[src/rtl/cpu_pkg.sv]
// Shared pipeline types: default widths, the hard-wired zero register index,
// forward-source select encoding and the operand packet layout handed to EX.
package cpu_pkg;

   localparam int DATA_WIDTH_DEF = 32;
   localparam int ADDR_WIDTH_DEF = 5;
   localparam int CTRL_WIDTH_DEF = 16;

   localparam logic [ADDR_WIDTH_DEF-1:0] ZERO_REG = '0;

   typedef enum logic [1:0] {
      FWD_RF  = 2'd0,
      FWD_EX  = 2'd1,
      FWD_MEM = 2'd2,
      FWD_WB  = 2'd3
   } fwd_sel_e;

   typedef struct packed {
      logic [DATA_WIDTH_DEF-1:0] a;
      logic [DATA_WIDTH_DEF-1:0] b;
      logic [ADDR_WIDTH_DEF-1:0] rd;
      logic                      regwr;
      logic                      isload;
      logic [CTRL_WIDTH_DEF-1:0] ctrl;
   } op_packet_t;

endpackage

[src/rtl/operand_forward_mux.sv]
// One source operand: hazard match against EX/MEM/WB, priority select, stall request.
// Combinational. OPFETCH_FORWARD_EN selects forwarding; otherwise every hazard stalls.
module operand_forward_mux
   import cpu_pkg::*;
#(
   parameter int DATA_WIDTH = DATA_WIDTH_DEF,
   parameter int ADDR_WIDTH = ADDR_WIDTH_DEF
) (
   input  logic                  use_src,
   input  logic [ADDR_WIDTH-1:0] rs,
   input  logic [DATA_WIDTH-1:0] rf_dat,
   input  logic [ADDR_WIDTH-1:0] ex_rd,
   input  logic                  ex_regwr,
   input  logic                  ex_isload,
   input  logic [DATA_WIDTH-1:0] ex_dat,
   input  logic [ADDR_WIDTH-1:0] mem_rd,
   input  logic                  mem_regwr,
   input  logic [DATA_WIDTH-1:0] mem_dat,
   input  logic [ADDR_WIDTH-1:0] wb_rd,
   input  logic                  wb_regwr,
   input  logic [DATA_WIDTH-1:0] wb_dat,
   output logic [DATA_WIDTH-1:0] op_dat,
   output logic                  stall_req
);

   logic src_live;
   logic ex_hit;
   logic mem_hit;
   logic wb_hit;

   // x0 is never a hazard and always reads as zero, as does an unused operand
   assign src_live = use_src & (rs != ADDR_WIDTH'(ZERO_REG));
   assign ex_hit   = src_live & ex_regwr  & (ex_rd  == rs);
   assign mem_hit  = src_live & mem_regwr & (mem_rd == rs);
   assign wb_hit   = src_live & wb_regwr  & (wb_rd  == rs);

`ifdef OPFETCH_FORWARD_EN
   fwd_sel_e sel;

   always_comb begin
      sel = FWD_RF;
      if (ex_hit)
         sel = FWD_EX;
      else if (mem_hit)
         sel = FWD_MEM;
      else if (wb_hit)
         sel = FWD_WB;
   end

   always_comb begin
      op_dat = '0;
      if (src_live) begin
         case (sel)
            FWD_EX:  op_dat = ex_dat;
            FWD_MEM: op_dat = mem_dat;
            FWD_WB:  op_dat = wb_dat;
            default: op_dat = rf_dat;
         endcase
      end
   end

   // A load in EX has no result yet, so only that case needs a bubble
   assign stall_req = ex_hit & ex_isload;
`else
   logic unused_fwd;

   assign unused_fwd = ^{ex_isload, ex_dat, mem_dat, wb_dat};
   assign op_dat     = src_live ? rf_dat : '0;
   assign stall_req  = ex_hit | mem_hit | wb_hit;
`endif

endmodule

[src/rtl/operand_fetch_stage.sv]
// Operand fetch: drives RF read ports, resolves RAW hazards, registers the packet for EX
// (1 cycle accept-to-valid, packet held under ~i_OpReady). Forwarding gated by OPFETCH_FORWARD_EN.
module operand_fetch_stage
   import cpu_pkg::*;
#(
   parameter int DATA_WIDTH = DATA_WIDTH_DEF,
   parameter int ADDR_WIDTH = ADDR_WIDTH_DEF,
   parameter int CTRL_WIDTH = CTRL_WIDTH_DEF
) (
   input  logic                  i_Clock,
   input  logic                  i_Reset,
   input  logic                  i_Flush,
   input  logic                  i_InstValid,
   output logic                  o_InstReady,
   input  logic [ADDR_WIDTH-1:0] i_InstRs1,
   input  logic [ADDR_WIDTH-1:0] i_InstRs2,
   input  logic                  i_InstUseRs1,
   input  logic                  i_InstUseRs2,
   input  logic [ADDR_WIDTH-1:0] i_InstRd,
   input  logic                  i_InstRegWr,
   input  logic                  i_InstIsLoad,
   input  logic [CTRL_WIDTH-1:0] i_InstCtrl,
   output logic [ADDR_WIDTH-1:0] o_RdAddrA,
   output logic [ADDR_WIDTH-1:0] o_RdAddrB,
   input  logic [DATA_WIDTH-1:0] i_RdDataA,
   input  logic [DATA_WIDTH-1:0] i_RdDataB,
   input  logic [ADDR_WIDTH-1:0] i_ExRd,
   input  logic [ADDR_WIDTH-1:0] i_MemRd,
   input  logic [ADDR_WIDTH-1:0] i_WbRd,
   input  logic                  i_ExRegWr,
   input  logic                  i_MemRegWr,
   input  logic                  i_WbRegWr,
   input  logic                  i_ExIsLoad,
   input  logic [DATA_WIDTH-1:0] i_ExResult,
   input  logic [DATA_WIDTH-1:0] i_MemResult,
   input  logic [DATA_WIDTH-1:0] i_WbData,
   output logic                  o_OpValid,
   input  logic                  i_OpReady,
   output logic [DATA_WIDTH-1:0] o_OpA,
   output logic [DATA_WIDTH-1:0] o_OpB,
   output logic [ADDR_WIDTH-1:0] o_OpRd,
   output logic                  o_OpRegWr,
   output logic                  o_OpIsLoad,
   output logic [CTRL_WIDTH-1:0] o_OpCtrl
);

   logic [DATA_WIDTH-1:0] res_a;
   logic [DATA_WIDTH-1:0] res_b;
   logic                  stall_a;
   logic                  stall_b;
   logic                  stall;
   logic                  accept;

   logic                  op_vld_q,    op_vld_d;
   logic [DATA_WIDTH-1:0] op_a_q,      op_a_d;
   logic [DATA_WIDTH-1:0] op_b_q,      op_b_d;
   logic [ADDR_WIDTH-1:0] op_rd_q,     op_rd_d;
   logic                  op_regwr_q,  op_regwr_d;
   logic                  op_isload_q, op_isload_d;
   logic [CTRL_WIDTH-1:0] op_ctrl_q,   op_ctrl_d;

   assign o_RdAddrA = i_InstRs1;
   assign o_RdAddrB = i_InstRs2;

   operand_forward_mux #(.DATA_WIDTH(DATA_WIDTH), .ADDR_WIDTH(ADDR_WIDTH)) u_fwd_a (
      .use_src  (i_InstUseRs1),
      .rs       (i_InstRs1),
      .rf_dat   (i_RdDataA),
      .ex_rd    (i_ExRd),
      .ex_regwr (i_ExRegWr),
      .ex_isload(i_ExIsLoad),
      .ex_dat   (i_ExResult),
      .mem_rd   (i_MemRd),
      .mem_regwr(i_MemRegWr),
      .mem_dat  (i_MemResult),
      .wb_rd    (i_WbRd),
      .wb_regwr (i_WbRegWr),
      .wb_dat   (i_WbData),
      .op_dat   (res_a),
      .stall_req(stall_a)
   );

   operand_forward_mux #(.DATA_WIDTH(DATA_WIDTH), .ADDR_WIDTH(ADDR_WIDTH)) u_fwd_b (
      .use_src  (i_InstUseRs2),
      .rs       (i_InstRs2),
      .rf_dat   (i_RdDataB),
      .ex_rd    (i_ExRd),
      .ex_regwr (i_ExRegWr),
      .ex_isload(i_ExIsLoad),
      .ex_dat   (i_ExResult),
      .mem_rd   (i_MemRd),
      .mem_regwr(i_MemRegWr),
      .mem_dat  (i_MemResult),
      .wb_rd    (i_WbRd),
      .wb_regwr (i_WbRegWr),
      .wb_dat   (i_WbData),
      .op_dat   (res_b),
      .stall_req(stall_b)
   );

   // Ready never looks at i_InstValid, keeping the handshake free of comb loops
   assign stall       = stall_a | stall_b;
   assign o_InstReady = ~stall & ~i_Flush & (~op_vld_q | i_OpReady);
   assign accept      = i_InstValid & o_InstReady;

   always_comb begin
      op_vld_d    = op_vld_q;
      op_a_d      = op_a_q;
      op_b_d      = op_b_q;
      op_rd_d     = op_rd_q;
      op_regwr_d  = op_regwr_q;
      op_isload_d = op_isload_q;
      op_ctrl_d   = op_ctrl_q;
      if (accept) begin
         op_a_d      = res_a;
         op_b_d      = res_b;
         op_rd_d     = i_InstRd;
         op_regwr_d  = i_InstRegWr;
         op_isload_d = i_InstIsLoad;
         op_ctrl_d   = i_InstCtrl;
      end
      if (i_Flush)
         op_vld_d = 1'b0;
      else if (accept)
         op_vld_d = 1'b1;
      else if (op_vld_q & i_OpReady)
         op_vld_d = 1'b0;
   end

   always_ff @(posedge i_Clock) begin
      if (i_Reset) begin
         op_vld_q    <= 1'b0;
         op_a_q      <= '0;
         op_b_q      <= '0;
         op_rd_q     <= '0;
         op_regwr_q  <= 1'b0;
         op_isload_q <= 1'b0;
         op_ctrl_q   <= '0;
      end else begin
         op_vld_q    <= op_vld_d;
         op_a_q      <= op_a_d;
         op_b_q      <= op_b_d;
         op_rd_q     <= op_rd_d;
         op_regwr_q  <= op_regwr_d;
         op_isload_q <= op_isload_d;
         op_ctrl_q   <= op_ctrl_d;
      end
   end

   assign o_OpValid  = op_vld_q;
   assign o_OpA      = op_a_q;
   assign o_OpB      = op_b_q;
   assign o_OpRd     = op_rd_q;
   assign o_OpRegWr  = op_regwr_q;
   assign o_OpIsLoad = op_isload_q;
   assign o_OpCtrl   = op_ctrl_q;

endmodule

[config.mk]
export PLATFORM = sky130hd
export DESIGN_NAME = operand_fetch_stage
export DESIGN_NICKNAME = d
export VERILOG_FILES = /design/src/rtl/cpu_pkg.sv /design/src/rtl/operand_forward_mux.sv /design/src/rtl/operand_fetch_stage.sv
export SDC_FILE = /design/constraint.sdc
export NUM_CORES = 1
export LEC_CHECK = 0
export ABC_AREA = 1
export CAP_MARGIN = 20
export CORE_MARGIN = 3
export CORE_UTILIZATION = 33
export DETAILED_ROUTE_END_ITERATION = 12
export PLACE_DENSITY = 0.77
export SYNTH_ARGS = -nofsm -noshare
export SYNTH_HDL_FRONTEND = slang
export SYNTH_SLANG_ARGS = --single-unit
[constraint.sdc]
create_clock -name i_Clock -period 1.4 [get_ports i_Clock]
set_input_delay 0.21 -clock i_Clock [delete_from_list [all_inputs] [get_ports i_Clock]]
set_output_delay 0.21 -clock i_Clock [all_outputs]
set_load 0.02 [all_outputs]
# After elaboration in Yosys (flattened, before gate mapping)
# Cells that the tools add are included.
word_totals:
  register_bits: 88
  word_cells: 48
op_classes:
  n_mux: 4
  n_reduce_logical: 4
  n_bitwise: 27
  eq_ne: 6
op_table:
  columns: ["operator", "n"]
  rows:
  - ["32-bit 2-to-1 mux", 2]
  - ["5-bit == test", 6]
  - ["1-bit bitwise AND", 18]
  - ["5-bit nonzero test", 2]
  - ["1-bit bitwise OR", 6]
  - ["1-bit inverter", 3]
  - ["1-bit 2-to-1 mux", 2]
  - ["2-bit nonzero test", 1]
  - ["2-bit OR reduction", 1]

# Longest topological paths before layout
depth:
  word_depth: 12
  ltp_mapped: 13

# By module
# From an unflattened synthesis, not the netlist that was laid out.
unflattened:
  hier_cells: 864
  area_unflattened_um2: 5163.7
modules_own_cells:
  columns: ["mod", "cells_each", "area_each_um2", "seq_area_each_um2", "n_inst"]
  rows:
  - ["operand_fetch_stage", 570, 3692.3, 1761.7, 1]
  - ["operand_forward_mux", 147, 735.7, 0.0, 2]

# Least setup slack after synthesis
# Ideal clock, no wire load.
synth_timing:
  kind: "input-to-reg"
  from: "input port i_InstRs2[1]"
  to: "register op_b_q[0] (netlist: o_OpB[0])"
  path_buffers: 2
  setup_slack_ps: -64
  t_arrival_ps: 1351
  setup_ps: 113
  cell_stages: 10
  t_required_ps: 1287
  path_cell_list: "nor3_2 -> nand3_1 -> nand2_2 -> inv_2 -> a21oi_2 -> buf_4 -> buf_2 -> nand4_1 -> nand2_1 -> nor2_1"
synth_between:
  elab_chain_len: 11
  word_cells_on_any_way: 19
  classes_between: "3 x eq/ne; 1 x mux; 14 x bitwise; 1 x reduce/logical"
synth_lines:
  columns: ["item", "line", "rtl"]
  rows:
  - ["from (decl)", "operand_fetch_stage.sv:16", "input logic [ADDR_WIDTH-1:0] i_InstRs2,"]
  - ["5-bit nonzero test", "operand_forward_mux.sv:32", "assign src_live = use_src & (rs != ADDR_WIDTH'(ZERO_REG));"]
  - ["1-bit bitwise AND", "operand_forward_mux.sv:32", null]
  - ["1-bit bitwise AND, on equally long branches (2 in a row)", "operand_forward_mux.sv:33, operand_forward_mux.sv:34", null]
  - ["1-bit bitwise OR (2 in a row)", "operand_forward_mux.sv:69", "assign stall_req = ex_hit | mem_hit | wb_hit;"]
  - ["1-bit bitwise OR", "operand_fetch_stage.sv:102", "assign stall = stall_a | stall_b;"]
  - ["1-bit inverter", "operand_fetch_stage.sv:103", "assign o_InstReady = ~stall & ~i_Flush & (~op_vld_q | i_OpReady);"]
  - ["1-bit bitwise AND (2 in a row)", "operand_fetch_stage.sv:103", null]
  - ["1-bit bitwise AND", "operand_fetch_stage.sv:104", "assign accept = i_InstValid & o_InstReady;"]
  - ["to (signal assigned)", "operand_fetch_stage.sv:142", "op_b_q <= op_b_d;"]
  - ["to (decl)", "operand_fetch_stage.sv:56", "logic [DATA_WIDTH-1:0] op_b_q, op_b_d;"]
# Parallel ways exist; a longest one is shown, timed or not.
# A chain may end at the register's enable or synchronous reset.

# Worst setup path after layout
layout_timing:
  from: "input port i_MemRd[4]"
  to: "register op_rd_q[3] (netlist: o_OpRd[3])"
layout_between:
  elab_chain_len: 9
  word_cells_on_any_way: 13
  classes_between: "2 x eq/ne; 11 x bitwise"
layout_lines:
  columns: ["item", "line", "rtl"]
  rows:
  - ["from (decl)", "operand_fetch_stage.sv:28", "input logic [ADDR_WIDTH-1:0] i_MemRd,"]
  - ["5-bit == test", "operand_forward_mux.sv:34", "assign mem_hit = src_live & mem_regwr & (mem_rd == rs);"]
  - ["1-bit bitwise AND", "operand_forward_mux.sv:34", null]
  - ["1-bit bitwise OR (2 in a row)", "operand_forward_mux.sv:69", null]
  - ["1-bit bitwise OR *", "operand_fetch_stage.sv:102", null]
  - ["1-bit inverter *", "operand_fetch_stage.sv:103", null]
  - ["1-bit bitwise AND * (2 in a row)", "operand_fetch_stage.sv:103", null]
  - ["1-bit bitwise AND *", "operand_fetch_stage.sv:104", null]
  - ["to (signal assigned)", "operand_fetch_stage.sv:143", "op_rd_q <= op_rd_d;"]
  - ["to (decl)", "operand_fetch_stage.sv:57", "logic [ADDR_WIDTH-1:0] op_rd_q, op_rd_d;"]
# Mark *: on every way between the ends. The rest lies on a longest branch, timed or not.

==> results.yml <==
global_routing:
  grt_max_degree: 52
  antenna_found_initial: 0
  grt_pass1_vias: 5870
  grt-ovfl-total: 0
  track_usage: 0.241
  grt_pass1_wl_mm: 30.5
worst_setup_path:
  cp-start-kind: "primary input"
  worstPathArrival_ns: 1.80
  cp_slowest_cell: "nor2_4"
  cpPeakStageDelay_ns: 0.22
  crit_family: "simple AND/OR/NAND/NOR gates"
  worst-path-stages: 16
  worstReg2RegStart: "o_OpValid$_SDFFE_PP0P_"
  path_common_cell: "buf_12"
  rr_worst_depth: 10
  cp-startpoint: "i_MemRd[4]"
  r2r-end: "o_OpRd[3]$_SDFFE_PP0P_"
  cp-end-kind: "flop"
  reg2reg_slack_ns: -0.07
  cp_data_required_time_ns: 1.69
  cp_cell_sequence: "buf_8, inv_4, buf_6, o21ai_2, nor2_1, nand3_1, nand3_2, nand2_4, buf_12, nand3_4, nor2_4, buf_12, buf_12, buf_16, nor2_4, nor2_2"
  worst-path-buf-inv: 7
  worstSetupPathType: "in -> reg"
  critPathMaxFanout: 5
synthesis:
  yosysWarningCount: 0
  synth.cell_area_um2: 4680
  synthDistinctLibCells: 25
  synth_sequential_area_ratio: 0.377
  syn_avg_cell_area_um2: 6.22
  synth_cells: 752
  synth_nets: 971
  ys_ff_latch: 88
timing:
  setup_ws_ns: -0.115
  finalSetupViolCount: 85
  fin_crit_sh: 1.08
  maxSlewViolCount: 0
  worst_pin_slew_ns: 0.283
  timing.hold.ws_ns: 0.467
  hold_viol_final: 0
  max_freq_mhz: 660
  rsz0062_at_grt: "true"
  slew_headroom: 0.812
  skew_ns: 0.00763
  period_minus_slack_ns: 1.51
  fin_setup_tns_ns: -3.75
power:
  vdd_drop_max_mv: 0.515
  power_density_nw_per_um2: 887
  p_leak_nw: 4.37
detailed_routing:
  drt_iter0_drc: 373
  dr.pass1.iters: 5
  drc: 0
  vias: 5856
  wl_mm: 19.3
  via_per_inst: 4.92
  postRouteAntennaNets: 0
  wire_per_inst_um: 16.2
clock_network:
  clkTransAtPathRegs_ns: 0.07
  clockBufferDepth: 2
  cts-root-buf: "clkbuf_16"
  cts_tree: "done"
  cts-htree-levels: 3
  cts_buffers: 9
  cts_num_sinks: 88
  clkLatencyLatePin_ns: 0.34
layout:
  n_antenna_cell: 0
  area_growth_pct: 87.0
  post-route-util: 0.645
  final_common_cell: "nand2_1"
  fin_area_um2: 8750
  nets: 1228
  drive_above_1_share: 0.266
  final_cell_mix: "nand2_1 (192), nor2_1 (127), clkdlybuf4s50_1 (102)"
floorplan:
  io-pin-count: 318
  die_area_um2: 15600
  initial_core_util: 0.345
  core-area_um2: 13600
  fp-row-count: 42
  die_y_um: 125
  die_w_um: 125
status:
  violations: "negative setup slack"
  status: "finished, violations left"
place:
  pre_cts_ws_ns: -0.831
  hpwlAfterDp_mm: 11.3
  portBuffers: 220
  gp_congestion: 0.905
  place_area_um2: 7170
worst_hold_path:
  holdPathEnd: "o_OpA[14]$_SDFFE_PP0P_"
  hp-start: "o_OpA[14]$_SDFFE_PP0P_"
  holdPathStages: 2
  hold_path_class: "reg -> reg"
run:
  cap_viol_max_count: 0
[registers in the layout, indices dropped and copies added (netlist names)]
signal,count
o_OpValid,1
o_OpA,32
o_OpIsLoad,1
o_OpCtrl,16
o_OpB,32
o_OpRd,5
o_OpRegWr,1
[report_power, final]
part	switching, mW	leakage [nW]	internal [mW]
sequential	0.130	0.724	2.69
clock	1.05	0.140	1.39
combinational	1.26	3.50	1.24
total	2.45	4.37	5.32
[synth_stat cells]
cell type  instances  area (um^2)
nand2_1          211          792
nor2_1           187          702
dfxtp_1           88         1760
nand4_1           77          482
inv_1             75          282
clkbuf_1          23         86.3
nor2_2            20          125
buf_2             14         70.1
buf_4             12         90.1
nand3_1           10         50.1
o21ai_0            7         35.0
buf_1              4         15.0
buf_6              4         45.0
a21oi_1            3         15.0
inv_2              3         11.3
o21ai_1            3         15.0
nand2_2            2         12.5
xor2_1             2         17.5
a21oi_2            1         8.76
buf_8              1         15.0
nand2_4            1         11.3
nand3_2            1         10.0
nor2_4             1         11.3
nor3_1             1         5.00
nor3_2             1         10.0
[metal layers]
metal	share of wire	global-route usage	up-vias	wire length, um
li1	-	-	2859	-
met1	0.41	0.297	2695	7880
met2	0.48	0.403	266	9300
met3	0.088	0.0755	36	1700
met4	0.024	0.0765	0	455
met5	0	0	-	0
[worst min-delay path: stages (launching register included)]
cell,delay (ns)
dfxtp_1,0.32
nor2_1,0.05
nor2_1,0.07
[cell families after synthesis]
logic type                share of synthesized area
AOI/OAI and AO/OA                            0.0158
xor gates and xnor gates                    0.00375
buffers and inverters                         0.131
DFF                                           0.377
and+or+nand+nor                               0.473
[worst max path at each step]
stage / endpoint / slack (ns)
6_report: o_OpRd[3]$_SDFFE_PP0P_ / -0.11
5_1_grt: o_OpB[2]$_SDFFE_PP0P_ / -0.21
4_1_cts: o_InstReady / -0.12
3_5_place_dp: o_OpB[0]$_SDFFE_PP0P_ / -0.83
3_3_place_gp: o_OpB[26]$_SDFFE_PP0P_ / -0.77
2_1_floorplan: o_OpA[7]$_SDFFE_PP0P_ / -0.02
[what timing repair did]
action,in CTS,in global routing
resized for setup,351,104
buffers inserted,40,6
cloned,21,1
pin swaps,75,64
hold buffers,0,0
endpoints found under the setup margin,187,89
[area by class of cell]
cell class / count / area (um^2)
clock buffer: 11 / 233
clock inverter: 5 / 56.3
sequential: 88 / 1760
multi-input combinational: 528 / 2740
tap: 176 / 220
fill: 1166 / 4810
inverter: 78 / 330
timing repair buffer: 304 / 3410
[metrics by stage]
stage | cells | power (mW)
CTS | 1194 | 7.66
global placement | 1122 | 4.84
global route | 1190 | 8.11
finish | 1190 | 7.76
detailed placement | 1122 | 4.86
floorplan | 752 | 3.87
No activity file was read; power rests on OpenSTA's default activity.
